**config.mk**
```make
export PLATFORM = sky130hd
export DESIGN_NAME = uart_cmd_sequencer_flat
export DESIGN_NICKNAME = d
export VERILOG_FILES = /design/src/rtl/uart_dbg_pkg.sv /design/src/rtl/uart_cmd_sequencer_if.sv /design/src/rtl/toggle_event_detect.sv /design/src/rtl/uart_cmd_sequencer.sv /design/src/flat_wrapper.sv
export SDC_FILE = /design/constraint.sdc
export NUM_CORES = 1
export LEC_CHECK = 0
export BUFFER_PORTS_ARGS = -buffer_cell sky130_fd_sc_hd__buf_2
export CORE_MARGIN = 2
export CORE_UTILIZATION = 60
export CTS_BUF_LIST = sky130_fd_sc_hd__clkbuf_4 sky130_fd_sc_hd__clkbuf_8
export CTS_CLUSTER_SIZE = 8
export DETAILED_ROUTE_END_ITERATION = 16
export PLACE_DENSITY = 0.87
export SETUP_SLACK_MARGIN = 0.5
export SYNTH_ARGS = -nofsm -noshare
export SYNTH_HDL_FRONTEND = slang
export SYNTH_HIERARCHICAL = 1
export SYNTH_SLANG_ARGS = --single-unit
export TNS_END_PERCENT = 100
```
**constraint.sdc**
```tcl
create_clock -name clk -period 2.97 [get_ports clk]
set_input_delay 0.1485 -clock clk [delete_from_list [all_inputs] [get_ports clk]]
set_output_delay 0.1485 -clock clk [all_outputs]
set_load 0.01 [all_outputs]
```
**src/rtl/uart_dbg_pkg.sv**
```systemverilog
// Shared definitions for the UART debug command path: FSM states, error codes
// and frame constants.
package uart_dbg_pkg;

    typedef enum logic [2:0] {
        ST_IDLE  = 3'd0,
        ST_OP    = 3'd1,
        ST_AH    = 3'd2,
        ST_AL    = 3'd3,
        ST_DAT   = 3'd4,
        ST_CHK   = 3'd5,
        ST_ISSUE = 3'd6
    } state_t;

    localparam logic [1:0] ERR_NONE    = 2'd0;
    localparam logic [1:0] ERR_CHK     = 2'd1;
    localparam logic [1:0] ERR_TIMEOUT = 2'd2;
    localparam logic [1:0] ERR_OVERRUN = 2'd3;

    localparam logic [7:0] DEF_SYNC_BYTE = 8'hAA;
    localparam int         FRAME_LEN     = 6;

    // States in which the inter-byte timeout counter runs.
    function automatic logic in_frame(input state_t s);
        return (s == ST_OP) || (s == ST_AH) || (s == ST_AL) ||
               (s == ST_DAT) || (s == ST_CHK);
    endfunction

endpackage

```
**src/rtl/uart_cmd_sequencer_if.sv**
```systemverilog
// Command handshake between the frame sequencer (master) and the debug core (slave).
interface uart_cmd_sequencer_if;

    logic        cmd_valid;
    logic        cmd_ready;
    logic [7:0]  cmd_op;
    logic [15:0] cmd_addr;
    logic [7:0]  cmd_wdata;

    modport master (
        output cmd_valid,
        output cmd_op,
        output cmd_addr,
        output cmd_wdata,
        input  cmd_ready
    );

    modport slave (
        input  cmd_valid,
        input  cmd_op,
        input  cmd_addr,
        input  cmd_wdata,
        output cmd_ready
    );

endinterface

```
**src/rtl/toggle_event_detect.sv**
```systemverilog
// Turns each level change of a receiver toggle strobe into a one-cycle event.
// The first cycle after reset only captures the strobe level, so an unreset
// receiver cannot fake a byte.
module toggle_event_detect (
    input  logic clk,
    input  logic rst_n,
    input  logic toggle,
    output logic ev
);

    logic r_armed;
    logic r_prev;

    always_ff @(posedge clk or negedge rst_n) begin
        if (!rst_n) begin
            r_armed <= 1'b0;
            r_prev  <= 1'b0;
        end else begin
            r_armed <= 1'b1;
            r_prev  <= toggle;
        end
    end

    assign ev = r_armed && (toggle ^ r_prev);

endmodule

```
**src/rtl/uart_cmd_sequencer.sv**
```systemverilog
// Assembles 6-byte SYNC/OP/ADDR_HI/ADDR_LO/DATA/CHK frames from a toggle-strobed
// byte stream and issues each valid frame as one command on a valid/ready port.
module uart_cmd_sequencer
    import uart_dbg_pkg::*;
#(
    parameter logic [7:0] SYNC_BYTE      = DEF_SYNC_BYTE,
    parameter int         TIMEOUT_CYCLES = 500000,
    parameter int         CNT_W          = 20
) (
    input  logic                 clk,
    input  logic                 rst_n,
    input  logic [7:0]           rx_data,
    input  logic                 rx_toggle,
    uart_cmd_sequencer_if.master cmd,
    output logic                 err_pulse,
    output logic [1:0]           err_code,
    output logic                 busy
);

    localparam logic [CNT_W-1:0] TMO_LAST = CNT_W'(TIMEOUT_CYCLES - 1);

    state_t            r_state;
    state_t            w_state_nxt;
    logic              w_byte_ev;
    logic              w_timeout;
    logic              w_hs;
    logic              w_err;
    logic [1:0]        w_err_sel;
    logic              w_load_cmd;

    logic [CNT_W-1:0]  r_cnt;
    logic [7:0]        r_op;
    logic [7:0]        r_ah;
    logic [7:0]        r_al;
    logic [7:0]        r_dat;
    logic [7:0]        r_chk;

    logic              r_cmd_valid;
    logic [7:0]        r_cmd_op;
    logic [15:0]       r_cmd_addr;
    logic [7:0]        r_cmd_wdata;
    logic              r_err_pulse;
    logic [1:0]        r_err_code;

    toggle_event_detect u_ev (
        .clk    (clk),
        .rst_n  (rst_n),
        .toggle (rx_toggle),
        .ev     (w_byte_ev)
    );

    // Registered error fires on the edge where the counter would reach TIMEOUT_CYCLES.
    assign w_timeout = (r_cnt == TMO_LAST) && !w_byte_ev;
    assign w_hs      = r_cmd_valid && cmd.cmd_ready;

    always_ff @(posedge clk or negedge rst_n) begin
        if (!rst_n) begin
            r_state <= ST_IDLE;
        end else begin
            r_state <= w_state_nxt;
        end
    end

    always_comb begin
        w_state_nxt = r_state;
        w_err       = 1'b0;
        w_err_sel   = ERR_NONE;
        w_load_cmd  = 1'b0;
        case (r_state)
            ST_IDLE: begin
                if (w_byte_ev && (rx_data == SYNC_BYTE)) w_state_nxt = ST_OP;
            end
            ST_OP, ST_AH, ST_AL, ST_DAT: begin
                if (w_byte_ev) begin
                    case (r_state)
                        ST_OP:   w_state_nxt = ST_AH;
                        ST_AH:   w_state_nxt = ST_AL;
                        ST_AL:   w_state_nxt = ST_DAT;
                        default: w_state_nxt = ST_CHK;
                    endcase
                end else if (w_timeout) begin
                    w_err       = 1'b1;
                    w_err_sel   = ERR_TIMEOUT;
                    w_state_nxt = ST_IDLE;
                end
            end
            ST_CHK: begin
                if (w_byte_ev) begin
                    if (rx_data == r_chk) begin
                        w_load_cmd  = 1'b1;
                        w_state_nxt = ST_ISSUE;
                    end else begin
                        w_err       = 1'b1;
                        w_err_sel   = ERR_CHK;
                        w_state_nxt = ST_IDLE;
                    end
                end else if (w_timeout) begin
                    w_err       = 1'b1;
                    w_err_sel   = ERR_TIMEOUT;
                    w_state_nxt = ST_IDLE;
                end
            end
            ST_ISSUE: begin
                if (w_hs) w_state_nxt = ST_IDLE;
                // A byte arriving while a command is pending is dropped.
                if (w_byte_ev) begin
                    w_err     = 1'b1;
                    w_err_sel = ERR_OVERRUN;
                end
            end
            default: w_state_nxt = ST_IDLE;
        endcase
    end

    always_ff @(posedge clk or negedge rst_n) begin
        if (!rst_n) begin
            r_cnt <= '0;
        end else if (w_byte_ev || !in_frame(r_state)) begin
            r_cnt <= '0;
        end else begin
            r_cnt <= r_cnt + 1'b1;
        end
    end

    always_ff @(posedge clk or negedge rst_n) begin
        if (!rst_n) begin
            r_op  <= '0;
            r_ah  <= '0;
            r_al  <= '0;
            r_dat <= '0;
            r_chk <= '0;
        end else if (w_byte_ev) begin
            case (r_state)
                ST_IDLE: r_chk <= '0;
                ST_OP:   begin r_op  <= rx_data; r_chk <= r_chk ^ rx_data; end
                ST_AH:   begin r_ah  <= rx_data; r_chk <= r_chk ^ rx_data; end
                ST_AL:   begin r_al  <= rx_data; r_chk <= r_chk ^ rx_data; end
                ST_DAT:  begin r_dat <= rx_data; r_chk <= r_chk ^ rx_data; end
                default: ;
            endcase
        end
    end

    always_ff @(posedge clk or negedge rst_n) begin
        if (!rst_n) begin
            r_cmd_valid <= 1'b0;
            r_cmd_op    <= '0;
            r_cmd_addr  <= '0;
            r_cmd_wdata <= '0;
        end else if (w_load_cmd) begin
            r_cmd_valid <= 1'b1;
            r_cmd_op    <= r_op;
            r_cmd_addr  <= {r_ah, r_al};
            r_cmd_wdata <= r_dat;
        end else if (w_hs) begin
            r_cmd_valid <= 1'b0;
        end
    end

    always_ff @(posedge clk or negedge rst_n) begin
        if (!rst_n) begin
            r_err_pulse <= 1'b0;
            r_err_code  <= ERR_NONE;
        end else begin
            r_err_pulse <= w_err;
            if (w_err) r_err_code <= w_err_sel;
        end
    end

    assign cmd.cmd_valid = r_cmd_valid;
    assign cmd.cmd_op    = r_cmd_op;
    assign cmd.cmd_addr  = r_cmd_addr;
    assign cmd.cmd_wdata = r_cmd_wdata;
    assign err_pulse     = r_err_pulse;
    assign err_code      = r_err_code;
    assign busy          = (r_state != ST_IDLE);

endmodule
```
**src/flat_wrapper.sv**
```systemverilog
// flat-port wrapper written by rule: the top's interface ports become plain ports
module uart_cmd_sequencer_flat import uart_dbg_pkg::*;
#(
    parameter logic [7:0] SYNC_BYTE      = DEF_SYNC_BYTE,
    parameter int         TIMEOUT_CYCLES = 500000,
    parameter int         CNT_W          = 20
)
  (clk, rst_n, rx_data, rx_toggle, err_pulse, err_code, busy, cmd_cmd_valid, cmd_cmd_op, cmd_cmd_addr, cmd_cmd_wdata, cmd_cmd_ready);
  uart_cmd_sequencer_if cmd_i ();
  input  logic clk;
  input  logic rst_n;
  input  logic [7:0] rx_data;
  input  logic rx_toggle;
  output logic err_pulse;
  output logic [1:0] err_code;
  output logic busy;
  output wire logic [$bits(cmd_i.cmd_valid)-1:0] cmd_cmd_valid;
  output wire logic [$bits(cmd_i.cmd_op)-1:0] cmd_cmd_op;
  output wire logic [$bits(cmd_i.cmd_addr)-1:0] cmd_cmd_addr;
  output wire logic [$bits(cmd_i.cmd_wdata)-1:0] cmd_cmd_wdata;
  input wire logic [$bits(cmd_i.cmd_ready)-1:0] cmd_cmd_ready;
  assign cmd_cmd_valid = cmd_i.cmd_valid;
  assign cmd_cmd_op = cmd_i.cmd_op;
  assign cmd_cmd_addr = cmd_i.cmd_addr;
  assign cmd_cmd_wdata = cmd_i.cmd_wdata;
  assign cmd_i.cmd_ready = cmd_cmd_ready;
  uart_cmd_sequencer #(.SYNC_BYTE(SYNC_BYTE), .TIMEOUT_CYCLES(TIMEOUT_CYCLES), .CNT_W(CNT_W)) u_core (.clk(clk), .rst_n(rst_n), .rx_data(rx_data), .rx_toggle(rx_toggle), .cmd(cmd_i), .err_pulse(err_pulse), .err_code(err_code), .busy(busy));
endmodule
```
== Word-level counts from Yosys, hierarchy flattened ==
Cells that the tools add are included.
W data, S select, Z words.

* Input bits: 12
* Register bits: 101
* Word-level logic and storage cells: 78
* Output and inout bits: 37

* Bitwise logic cells: 2
* $add $sub $neg: 1
* Eq/ne operators: 11
* Mux-type cells: 27
* Reduce and logical (&&, ||, !) cells: 22

{| class="wikitable"
|+ Operators with widths
! operator !! number
|-
| $add A20 B1 Y20 const B || 1
|-
| $eq A20 B19 Y1 const B || 1
|-
| $mux W20 || 1
|-
| $mux W3 || 6
|-
| $pmux W8 S2 || 1
|-
| $pmux W3 S4 || 1
|-
| $reduce_and A2 Y1 || 6
|-
| $mux W1 || 11
|-
| $eq A3 B3 Y1 const B || 3
|-
| $pmux W3 S3 || 1
|-
| $eq A8 B8 Y1 || 1
|-
| $eq A8 B8 Y1 const B || 1
|-
| $mux W2 || 4
|-
| $xor A8 B8 Y8 || 1
|-
| $eq A3 B2 Y1 const B || 2
|-
| $pmux W2 S3 || 1
|-
| $logic_or A1 B1 Y1 || 5
|-
| $logic_and A1 B1 Y1 || 4
|-
| $ne A2 B1 Y1 const B || 2
|-
| $reduce_bool A2 Y1 || 2
|-
| $reduce_or A4 Y1 || 1
|-
| $eq A3 B1 Y1 const B || 1
|-
| $logic_not A3 Y1 || 1
|-
| $pmux W1 S3 || 1
|-
| 3 further kinds || 4
|}

== Longest topological paths before layout ==
* Depth in word-level cells: 8
* Depth in mapped cells: 8
* Depth with buffers taken out: 6

== Cells and area by module ==
The synthesis kept the hierarchy.

{| class="wikitable"
|+ By module, submodules not included
! module !! sequential area each (um^2) !! times used !! cells an instance !! area each (um^2)
|-
| uart_cmd_sequencer || 2477.4 || 1 || 375 || 4468.0
|-
| toggle_event_detect || 50.0 || 1 || 5 || 68.8
|}

== Least setup slack after synthesis ==
OpenSTA, ideal clock, no wires.

* Path kind: reg2reg
* Start point: reg u_core.u_ev.r_prev
* End point: reg u_core.r_op[1]
* Stages on the path, launching flop included: 7
* Slack: 1106 ps
* Setup time: 125 ps
* Data arrival time: 1739 ps
* Data required time: 2845 ps
* Clock period less this slack: 1864 ps
* Buffers on the path: 1
* Cells stage by stage: dfrtp_1 xor2_1 and2_1 clkbuf_1 nand2b_1 nor2_1 mux2_2

* Longest elaborated chain between the ends: 3

{| class="wikitable"
|+ Ends and longest elaborated chain
! item !! line !! text
|-
| from (decl) || toggle_event_detect.sv:12 || <nowiki>logic r_prev;</nowiki>
|-
| from (signal assigned) || toggle_event_detect.sv:20 || <nowiki>r_prev <= toggle;</nowiki>
|-
| $xor A1 B1 Y1 || toggle_event_detect.sv:24 || <nowiki>assign ev = r_armed && (toggle ^ r_prev);</nowiki>
|-
| $logic_and A1 B1 Y1 || toggle_event_detect.sv:24 ||
|-
| net u_core.w_byte_ev || uart_cmd_sequencer.sv:24 || <nowiki>logic w_byte_ev;</nowiki>
|-
| $reduce_and A2 Y1 (no line) || -- ||
|-
| to (signal assigned) || uart_cmd_sequencer.sv:135 || <nowiki>ST_OP: begin r_op <= rx_data; r_chk <= r_chk ^ rx_data; end</nowiki>
|-
| to (decl) || uart_cmd_sequencer.sv:32 || <nowiki>logic [7:0] r_op;</nowiki>
|}

The timed path passes the listed nets, and every way through them passes these cells.
A chain may end at the register's enable or synchronous reset.

== Final worst setup path ==
* Start point: in rx_toggle
* End point: reg u_core.r_cmd_wdata[7] (netlist: u_core/cmd.cmd_wdata[7])

* Longest elaborated chain between the ends: 4

{| class="wikitable"
|+ Ends and longest elaborated chain
! item !! line !! text
|-
| from (decl) || flat_wrapper.sv:13 || <nowiki>input logic rx_toggle;</nowiki>
|-
| $xor A1 B1 Y1 || toggle_event_detect.sv:24 ||
|-
| $logic_and A1 B1 Y1 || toggle_event_detect.sv:24 ||
|-
| net u_core.w_byte_ev || uart_cmd_sequencer.sv:24 ||
|-
| $mux W1 || uart_cmd_sequencer.sv:88 || <nowiki>if (w_byte_ev) begin</nowiki>
|-
| $mux W1 || uart_cmd_sequencer.sv:69 || <nowiki>case (r_state)</nowiki>
|-
| to (signal assigned) || uart_cmd_sequencer.sv:154 || <nowiki>r_cmd_wdata <= r_dat;</nowiki>
|-
| to (decl) || uart_cmd_sequencer.sv:41 || <nowiki>logic [7:0] r_cmd_wdata;</nowiki>
|}

The timed path passes the listed nets, and every way through them passes these cells.

==> impl_metrics.csv <==
group,metric,value,unit
run_status,status,"finished clean",
min_path,hp-class,"input port to flop",
clocking,clock-root-buffer,"clkbuf_8",
setup_path,required,3.23,ns
setup_path,path_delay_family,"buffers and inverters",
sta,period_share,75.3,%
logic_synthesis,ys_ff_latch,101,
setup_path,worstSetupEndpointType,"flop",
logic_synthesis,synth-main-ff-cell,"dfrtp_1",
pwr,pwr-share-seq,58.3,%
final_layout,layout-drive-gt1-share,25.5,%
placement,place.gp.congestion,0.896,
grt,grt_max_degree,56,
setup_path,path_buf_inv,3,
clocking,cts_setup_buffers,0,
logic_synthesis,ys_top_cells_by_area,"dfrtp_1 (56%), mux2_1 (8.7%), mux2_2 (7.2%), xor2_1 (3.3%), nor2_1 (3.0%)",
grt,grt_pass1_vias,3095,
logic_synthesis,syn_nets,393,
setup_path,crit_type,"input port to flop",
sta,relSlewSlack,51.1,%
sta,final.setup.tns,0,ns
sta,fmax,447,MHz
floorplan,fp.dieArea,8270,um2
clocking,cts_max_path_buffers,2,
setup_path,cp_cell_sequence,"dlygate4sd3_1 > buf_2 > xor2_1 > and2_1 > nand2_1 > nor2_1 > and3_1 > buf_6 > mux2_1",
logic_synthesis,yosysTopAreaCell,"dfrtp_1",
drt,vias_per_cell,5.80,
setup_path,slowest_delay,0.53,ns
pwr,power_frac_comb,5.6,%
sta,hold_slack,0.0380,ns
logic_synthesis,synth.distinct_cells,51,
final_layout,nNetsFinal,436,
pwr,ir_worst_vdd,235,uV
drt,remaining_drc_errors,0,
clocking,htreeDepth,3,
drt,finalWirelength,9080,um
run,cap_violations,0,
pwr,p_int,1.78,mW
floorplan,pin_count,49,
drt,vias,3057,
sta,finalHoldViolCount,0,
drt,antenna_left,0,
logic_synthesis,ys.warnings.count,6,
floorplan,num_rows,31,
grt,grt_pass1_wl,15200,um
final_layout,antenna_cells,0,
pwr,clockPowerShare,36.0,%
sta,setup_viol,0,
pwr,switchingPower,655,uW
logic_synthesis,synth_edf_count,0,
pwr,finalPower,2.44,mW
setup_path,cp.arrival,2.50,ns
pwr,power_density,482,nW/um2
sta,rsz0062_at_grt,"no",
grt,grt_use_total,23.4,%
setup_path,rr_startpoint,"u_core/u_ev/r_prev$_DFF_PN0_",
drt,drt_iter0_markers,161,
drt,firstDrtPassIters,4,
sta,worst_pin_slew,0.730,ns
drt,wire_per_inst,17.2,um
sta,final.min_clock_period,2.23,ns
floorplan,die_x,91.0,um
placement,dp.final_hpwl,6080,um
pwr,p_leak,2.54,nW
min_path,min_from,"cmd_cmd_ready",
grt,grt_overflow,0,
logic_synthesis,postSynthAreaPerCell,11.9,um2
setup_path,crit_path_top_delay_cell,"dlygate4sd3_1",
logic_synthesis,synth_top_area_share,55.7,%
floorplan,die_y,91.0,um
clocking,cts_buffers,9,
logic_synthesis,synth-async-reset-ratio,100,%
logic_synthesis,synth_area,4540,um2
clocking,clkTransAtPathRegs,0.11,ns
pwr,switching_share,26.8,%
setup_path,startpoint,"rx_toggle",
floorplan,start_util,62.2,%
clocking,insertion_delay,0.37,ns
placement,port_buffers,48,
logic_synthesis,yosysSeqAreaShare,55.7,%
grt,antenna_found_initial,0,
logic_synthesis,syn_inst,380,
setup_path,cp-start-kind,"input port",
floorplan,core_area,7290,um2
clocking,clock-sinks,101,
final_layout,area_growth,11.6,%
setup_path,crit_fanout,32,
sta,finClkSkew,0.0188,ns
sta,drv_slew,0,
clocking,tritoncts,"built",
## through the flow
stage / utilization [%] / cells / area [um2] / setup WS [ns]
floorplan: - / 380 / 4540 / 1.11
global placement: 66.2 / 509 / 4830 / 0.847
detailed placement: 66.2 / 509 / 4830 / 0.693
CTS: 69.4 / 527 / 5060 / 0.698
global route: 69.4 / 527 / 5060 / 0.562
finish: 69.4 / 527 / 5060 / 0.735
## cells in the final DEF (no fill, tap or decap), drive strengths merged, types with 4 or more instances in the layout
master,count
nand4,9
o21ai,10
nand2b,5
xnor2,6
nor4,4
nand3,12
xor2,17
inv,8
and4,5
dfrtp,101
or2,4
mux2,64
a21oi,16
maj3,8
nand2,18
buf,54
clkinv,4
clkbuf,9
or3,5
nor2,37
## state kept, by name, summed over array words and instances, names as in the netlist, 2 cells and up
signal / count
u_core/r_cnt: 20
u_core/cmd.cmd_addr: 16
u_core/cmd.cmd_op: 8
u_core/cmd.cmd_wdata: 8
u_core/r_ah: 8
u_core/r_al: 8
u_core/r_chk: 8
u_core/r_dat: 8
u_core/r_op: 8
u_core/r_state: 3
u_core/err_code: 2
## final cells by class
type | count | area, um2
Fill cell | 539 | 2230
Tap cell | 99 | 124
Clock buffer | 9 | 124
Inverter | 6 | 22.5
Clock inverter | 7 | 87.6
Multi-Input combinational cell | 249 | 1860
Timing Repair Buffer | 56 | 312
Sequential cell | 101 | 2530
## power by group through the flow
stage | combinational (mW) | sequential [mW] | clock, mW
2_1_floorplan | 0.0789 | 1.44 | 0
3_3_place_gp | 0.129 | 1.45 | 0
3_5_place_dp | 0.135 | 1.45 | 0
4_1_cts | 0.138 | 1.42 | 0.898
5_1_grt | 0.154 | 1.43 | 0.955
6_report | 0.138 | 1.42 | 0.878
## logic make-up after synthesis
family | synth area share, %
simple gates | 13.6
flops | 55.7
mux | 15.9
compound gates | 5.02
buf+inv | 3.20
xor+xnor | 4.44
fa+ha+maj | 2.04
other cells | 0.0827
## synthesized netlist by cell type, types with 3 or more instances
master / n
inv_1: 6
clkbuf_1: 16
nor3_1: 3
nand2_1: 18
or3_1: 4
dfrtp_1: 101
and4_1: 4
nor2_1: 36
nand4_1: 7
and3_1: 3
nand3_1: 12
buf_6: 3
nand2b_1: 5
maj3_1: 8
mux2_1: 35
xor2_1: 17
a21oi_1: 16
mux2_2: 29
xnor2_1: 6
o21ai_0: 10
## path summary, 6_finish.rpt
check	endpoint	slack, ns	cells past startpoint
worst min-delay path	u_core/cmd.cmd_valid$_DFFE_PN0P_	0.04	2
min in group asynchronous	u_core/cmd.cmd_addr[1]$_DFFE_PN0P_	0.34	2
worst max-delay path	u_core/cmd.cmd_wdata[7]$_DFFE_PN0P_	0.74	9
worst max register to register	u_core/cmd.cmd_wdata[7]$_DFFE_PN0P_	0.77	7
max in group asynchronous	u_core/r_chk[5]$_DFFE_PN0P_	1.79	3
worst min register to register	u_core/cmd.cmd_op[4]$_DFFE_PN0P_	0.49	1
## timing repair
item,in CTS,in global routing
resized for setup,0,1
hold buffers,2,0
hold endpoints to repair,54,0
setup endpoints to repair,0,22
## routing by layer
layer | GRT usage [%] | vias to the layer above | routed length [um]
li1 | - | 1411 | -
met1 | 31.7 | 1544 | 4160
met2 | 38.2 | 89 | 4420
met3 | 3.90 | 13 | 382
met4 | 8.71 | 0 | 124
met5 | 0 | - | 0
Note: power is estimated with default switching activity, not from simulation.
